===== src/rtl/expr_eval.sv =====
// Streaming integer expression evaluator: consumes one ASCII character per cycle and
// evaluates "num{*num}{(+|-)term}=" with '*' binding tighter than '+'/'-'.
module expr_eval #(
  parameter int W = 16
) (
  input  logic         clk,
  input  logic         reset,
  input  logic         in_valid,
  input  logic [7:0]   ch,
  output logic [W-1:0] out,
  output logic         done,
  output logic         err
);

  typedef enum logic [1:0] {EXP_NUM, IN_NUM, ERR} state_t;

  typedef enum logic [2:0] {
    ACT_NONE, ACT_DIGIT, ACT_MUL, ACT_ADDSUB, ACT_EQ_OK, ACT_EQ_ERR, ACT_CLEAR, ACT_TO_ERR
  } action_t;

  state_t       state;
  logic [W-1:0] acc, prod, num;
  logic         sign;

  logic [W-1:0] term, total, num_next;
  logic         is_digit;
  action_t      action;

  // The pending term is always prod*num; it is folded into acc with the sign
  // of the operator that preceded it.
  always_comb begin
    term     = prod * num;
    total    = sign ? (acc - term) : (acc + term);
    num_next = (num * W'(10)) + W'(ch[3:0]);
    is_digit = (ch >= "0") && (ch <= "9");
  end

  always_comb begin
    action = ACT_NONE;
    if (in_valid && ch != 8'h20) begin
      if (ch == "C") begin
        action = ACT_CLEAR;
      end else begin
        case (state)
          EXP_NUM: begin
            if (is_digit)        action = ACT_DIGIT;
            else if (ch == "=")  action = ACT_EQ_ERR;
            else                 action = ACT_TO_ERR;
          end
          IN_NUM: begin
            if (is_digit)                     action = ACT_DIGIT;
            else if (ch == "*")               action = ACT_MUL;
            else if (ch == "+" || ch == "-")  action = ACT_ADDSUB;
            else if (ch == "=")               action = ACT_EQ_OK;
            else                              action = ACT_TO_ERR;
          end
          default: begin
            if (ch == "=") action = ACT_EQ_ERR;
          end
        endcase
      end
    end
  end

  // Single state register; terminating and clearing actions all return the
  // evaluator to its start-of-expression values.
  always_ff @(posedge clk or posedge reset) begin
    if (reset) begin
      state <= EXP_NUM;
      acc   <= '0;
      prod  <= W'(1);
      num   <= '0;
      sign  <= 1'b0;
      out   <= '0;
      done  <= 1'b0;
      err   <= 1'b0;
    end else begin
      done <= 1'b0;
      case (action)
        ACT_DIGIT: begin
          num   <= num_next;
          state <= IN_NUM;
        end
        ACT_MUL: begin
          prod  <= term;
          num   <= '0;
          state <= EXP_NUM;
        end
        ACT_ADDSUB: begin
          acc   <= total;
          prod  <= W'(1);
          num   <= '0;
          sign  <= (ch == "-");
          state <= EXP_NUM;
        end
        ACT_EQ_OK, ACT_EQ_ERR, ACT_CLEAR: begin
          if (action == ACT_EQ_OK) begin
            out <= total;
            err <= 1'b0;
            done <= 1'b1;
          end else if (action == ACT_EQ_ERR) begin
            err  <= 1'b1;
            done <= 1'b1;
          end
          state <= EXP_NUM;
          acc   <= '0;
          prod  <= W'(1);
          num   <= '0;
          sign  <= 1'b0;
        end
        ACT_TO_ERR: begin
          state <= ERR;
        end
        default: ;
      endcase
    end
  end

endmodule

===== config.mk =====
export PLATFORM = sky130hd
export DESIGN_NAME = expr_eval
export DESIGN_NICKNAME = d
export VERILOG_FILES = /design/src/rtl/expr_eval.sv
export SDC_FILE = /design/constraint.sdc
export NUM_CORES = 1
export LEC_CHECK = 0
export BUFFER_PORTS_ARGS = -buffer_cell sky130_fd_sc_hd__buf_2
export CORE_ASPECT_RATIO = 0.75
export CORE_MARGIN = 1
export CORE_UTILIZATION = 50
export DETAILED_ROUTE_END_ITERATION = 6
export MAX_ROUTING_LAYER = met4
export PLACE_DENSITY = 0.67
export SLEW_MARGIN = 40
export SYNTH_ARGS = -nofsm -noshare
export SYNTH_HDL_FRONTEND = slang
export SYNTH_SLANG_ARGS = --single-unit

===== constraint.sdc =====
create_clock -name clk -period 20.6 [get_ports clk]
set_clock_uncertainty 0.2 [all_clocks]
set_input_delay 2.06 -clock clk [delete_from_list [all_inputs] [get_ports clk]]
set_output_delay 2.06 -clock clk [all_outputs]
set_load 0.005 [all_outputs]

==> impl_summary.md <==
Floorplan
The core region is 16980 um2. The initial utilization of the core area, before any placement, comes to 0.5147. The height of the die is 116.5 um. The die footprint is 18020 um2. The row count is 41. The horizontal extent of the die is 154.7 um. For this design the top-level I/O count stands at 29.

Synthesis
The commonest cells after synthesis are 151 x sky130_fd_sc_hd__inv_1, 107 x sky130_fd_sc_hd__nand2_1, 91 x sky130_fd_sc_hd__ha_1, 83 x sky130_fd_sc_hd__fa_1, 68 x sky130_fd_sc_hd__dfrtp_1. The share of the synthesized area in the top cell type is 0.1947. In the post-synthesis netlist, the cell with the most instances is sky130_fd_sc_hd__inv_1.

The flip-flop and latch count after synthesis is 69. The Yosys step of the flow raised 0 warnings. The mean area per synthesized cell is 8.991 um2. After synthesis, the share of flip-flops with an asynchronous set or reset is 1.000. The netlist area before placement is 8740 um2. In this run, distinct cell masters in the synthesized netlist total 70. The largest area contributor in the synthesized netlist is sky130_fd_sc_hd__dfrtp_1. The register area share after synthesis is 0.1977. The post-synth net total is 1157. After synthesis, the cell types taking the most area are sky130_fd_sc_hd__dfrtp_1 19%, sky130_fd_sc_hd__fa_1 19%, sky130_fd_sc_hd__ha_1 13%.

The synthesized instance count is 972. The most used flip-flop cell after synthesis is sky130_fd_sc_hd__dfrtp_1. The number of enable-type register cells in the synthesized netlist is 0.

Setup path
The worst setup path is captured at a register. The required time of the critical path is ~21 ns. The critical-path maximum fanout is 19. The critical path contains buffers and inverters numbering 4 combined. By startpoint and endpoint, the worst setup path is classified as register to register.

Grouping stages by cell kind, the critical path spends the most delay in adder cells. The largest single stage delay on the critical path is 0.79 ns. Counting cells, the worst reg-to-reg path comes to 27. The number of stages on the worst setup path is 27. The critical-path cell with the highest stage delay is sky130_fd_sc_hd__dfrtp_1. STA classifies the critical path startpoint as a register. Counting stages on the worst path, the most repeated cell is sky130_fd_sc_hd__fa_1.

The endpoint arrival time on the critical path is 7.34 ns.

Place
Detailed placement ended at an HPWL of 15.36 mm. The count of input and output buffers is 28. The congestion estimate from routability-driven global placement came to between 0.8 and 0.9.

Clock network
The H-tree generated during clock tree synthesis spans 3 levels. The clock transition at the registers of the reported paths is ~0.06 ns. The count of cells resized by post-cts repair is 0. In this run the clock root is driven by a sky130_fd_sc_hd__clkbuf_16. The number of buffers inserted by post-CTS setup repair is 0. The number of buffers created by CTS is 9. The maximum root-to-sink buffer count is 2. The clock latency at the later pin of the worst-skew pair is 0.34 ns. TritonCTS built the clock tree. The hold buffer count at CTS is 0. Counting every sink on the clock net gives 69.

Pwr
For this design the ratio of total power to cell area is 149.7 nW/um2. The completed layout was analyzed and its total power is 1.417 mW. VDD sags by at most about 0.00015 V.

The analysis attributes to cell leakage a power of 4.514 nW.

Routing
The residual DRC count is 0. The per-cell routed wire length is 15.88 um. The total wire length is 19.44 mm. The DRC violation total after the first TritonRoute iteration is 441. The total via count after detailed routing is 6653. The remaining number of nets flagged by the antenna check after routing is 0. The number of detailed-route iterations in the first pass is 5. The ratio of routed vias to standard cells is 5.435.

Timing
The normalized max-slew margin is 0.5074. The final-report hold violation count came to 0. Of the available clock period, the critical path in the final layout requires 0.3553.

For this run, the top clock speed supported by timing is 136.6 MHz. The worst path in the final design needs a cycle of 7.318 ns, including I/O delays and setup. For the final routed database, the setup TNS stands at 0 ns.

The count of pins over their slew limit is 0. Setup violations remaining at the end of the flow were counted as 0. For the pin with the worst max-slew slack, the measured transition is around 0.73 ns. Setup repair after global routing left no endpoint under its margin.

Min path
The cell depth of the worst hold path is 2. The kind of path behind the tightest hold check is register to register.

Global routing
After global routing the overflow that remains totals 0. The largest net degree at the start of global routing is 70. The initial antenna violation count is 0.

The via count of the first global-routing pass was roughly 6.5k. The wire length of the first global-routing pass is 32.95 mm. The combined global-route utilization of all metal layers is 0.2409.

Final layout
The filler cell count is 1540. Once layout is complete, the utilization of the core stands at 0.5576. The repair_antennas step left the layout with diodes totalling 0.

Of the cells placed in the final design, the portion with a size suffix greater than 1 is 0.08806. The net count of the finished layout is 1168. Summing all multi-input logic gate instances after layout gives ~6300 um2. In the final layout, flip-flops and latches occupy 1728 um2. The area growth from synthesis to final layout is 8.332%.

Run status
The run finished with clean final reports.

Flow run
Max-cap violations in this run came to 0.
## sequential cells by signal, summed over array words and instances, names as in the netlist
name / cells
err: 1
prod: 16
out: 16
num: 16
state: 2
sign: 1
acc: 16
done: 1
## path summary, 6_finish.rpt
path / slack [ns] / startpoint / end
worst min-delay path: 0.29 / prod[15] / prod[15]
max in group asynchronous: 18.08 / reset / prod[8]
worst max-delay path: 13.28 / num[1] / out[15]
worst max register to register: 13.28 / num[1] / out[15]
min in group asynchronous: 1.69 / reset / out[3]
worst min register to register: 0.29 / prod[15] / prod[15]
## report_power, final
part | internal (mW) | total [mW] | switching, mW
sequential | 0.186 | 0.261 | 0.0756
clock | 0.122 | 0.183 | 0.0614
combinational | 0.433 | 0.972 | 0.539
## kinds of logic (layout without fill, tap and decap cells)
kind of cell             count (synthesis)  count (layout)  share of synthesized area
AO/OA/AOI/OAI                          157             157                     0.1256
XOR/XNOR                                84              84                    0.08576
adder cells (fa/ha/maj)                174             174                     0.3204
buffers and inverters                  183             199                    0.07946
flip-flops                              69              69                     0.1977
multiplexers                            17              17                    0.02176
AND/OR/NAND/NOR                        288             288                     0.1694
## final cells by class
| type | count | share of cell area |
|---|---|---|
| repair buffers | 32 | 0.01916 |
| clock inverters | 5 | 0.01123 |
| flip-flops and latches | 69 | 0.1825 |
| inverters | 151 | 0.05987 |
| well taps | 236 | 0.03119 |
| multi-input cells | 720 | 0.6704 |
| clock buffers | 11 | 0.02564 |
## worst reg2reg max path, delay by kind of cell (launching register included)
| kind | cells | cell delay, ns |
|---|---|---|
| xor gates and xnor gates | 2 | 0.27 |
| adders and majority gates | 8 | 3.45 |
| buffers and inverters | 4 | 0.23 |
| AOI/OAI and AO/OA | 6 | 1.04 |
| and+or+nand+nor | 6 | 0.95 |
| DFF | 1 | 0.79 |
| muxes | 1 | 0.27 |
## layer usage
| metal | up-vias | global-route usage | routed length (um) |
|---|---|---|---|
| met4 | 0 | 0.04554 | 150 |
| met2 | 174 | 0.3373 | 8019 |
| met1 | 3249 | 0.3678 | 10230 |
| met3 | 14 | 0.03488 | 1042 |
| met5 | - | - | 0 |
| li1 | 3216 | - | - |
## metrics by stage
step / hold slack (ns) / instances / setup WS, ns / area (um2)
floorplan: 0.2497 / 972 / 13.80 / 8740
global placement: 0.2726 / 1207 / 13.56 / 9081
detailed placement: 0.2797 / 1208 / 13.39 / 9107
CTS: 0.2925 / 1224 / 13.37 / 9457
global route: 0.3112 / 1224 / 12.79 / 9468
finish: 0.2908 / 1224 / 13.28 / 9468
## placed cells by master, fill, tap and decap left out, types with 16 or more instances in the layout
cell type                 Yosys  layout
sky130_fd_sc_hd__a22o_1      23      23
sky130_fd_sc_hd__o21ai_0     39      39
sky130_fd_sc_hd__fa_1        83      83
sky130_fd_sc_hd__xnor2_1     62      62
sky130_fd_sc_hd__a21oi_1     23      23
sky130_fd_sc_hd__nor2_1      31      31
sky130_fd_sc_hd__nand3_1     25      25
sky130_fd_sc_hd__nand2_1    107     107
sky130_fd_sc_hd__buf_2        3      28
sky130_fd_sc_hd__ha_1        91      91
sky130_fd_sc_hd__mux2_2      16      16
sky130_fd_sc_hd__dfrtp_1     68      68
sky130_fd_sc_hd__inv_1      151     150
sky130_fd_sc_hd__and2_1      67      67
sky130_fd_sc_hd__xor2_1      21      21
(Power assumes the default switching activity.)
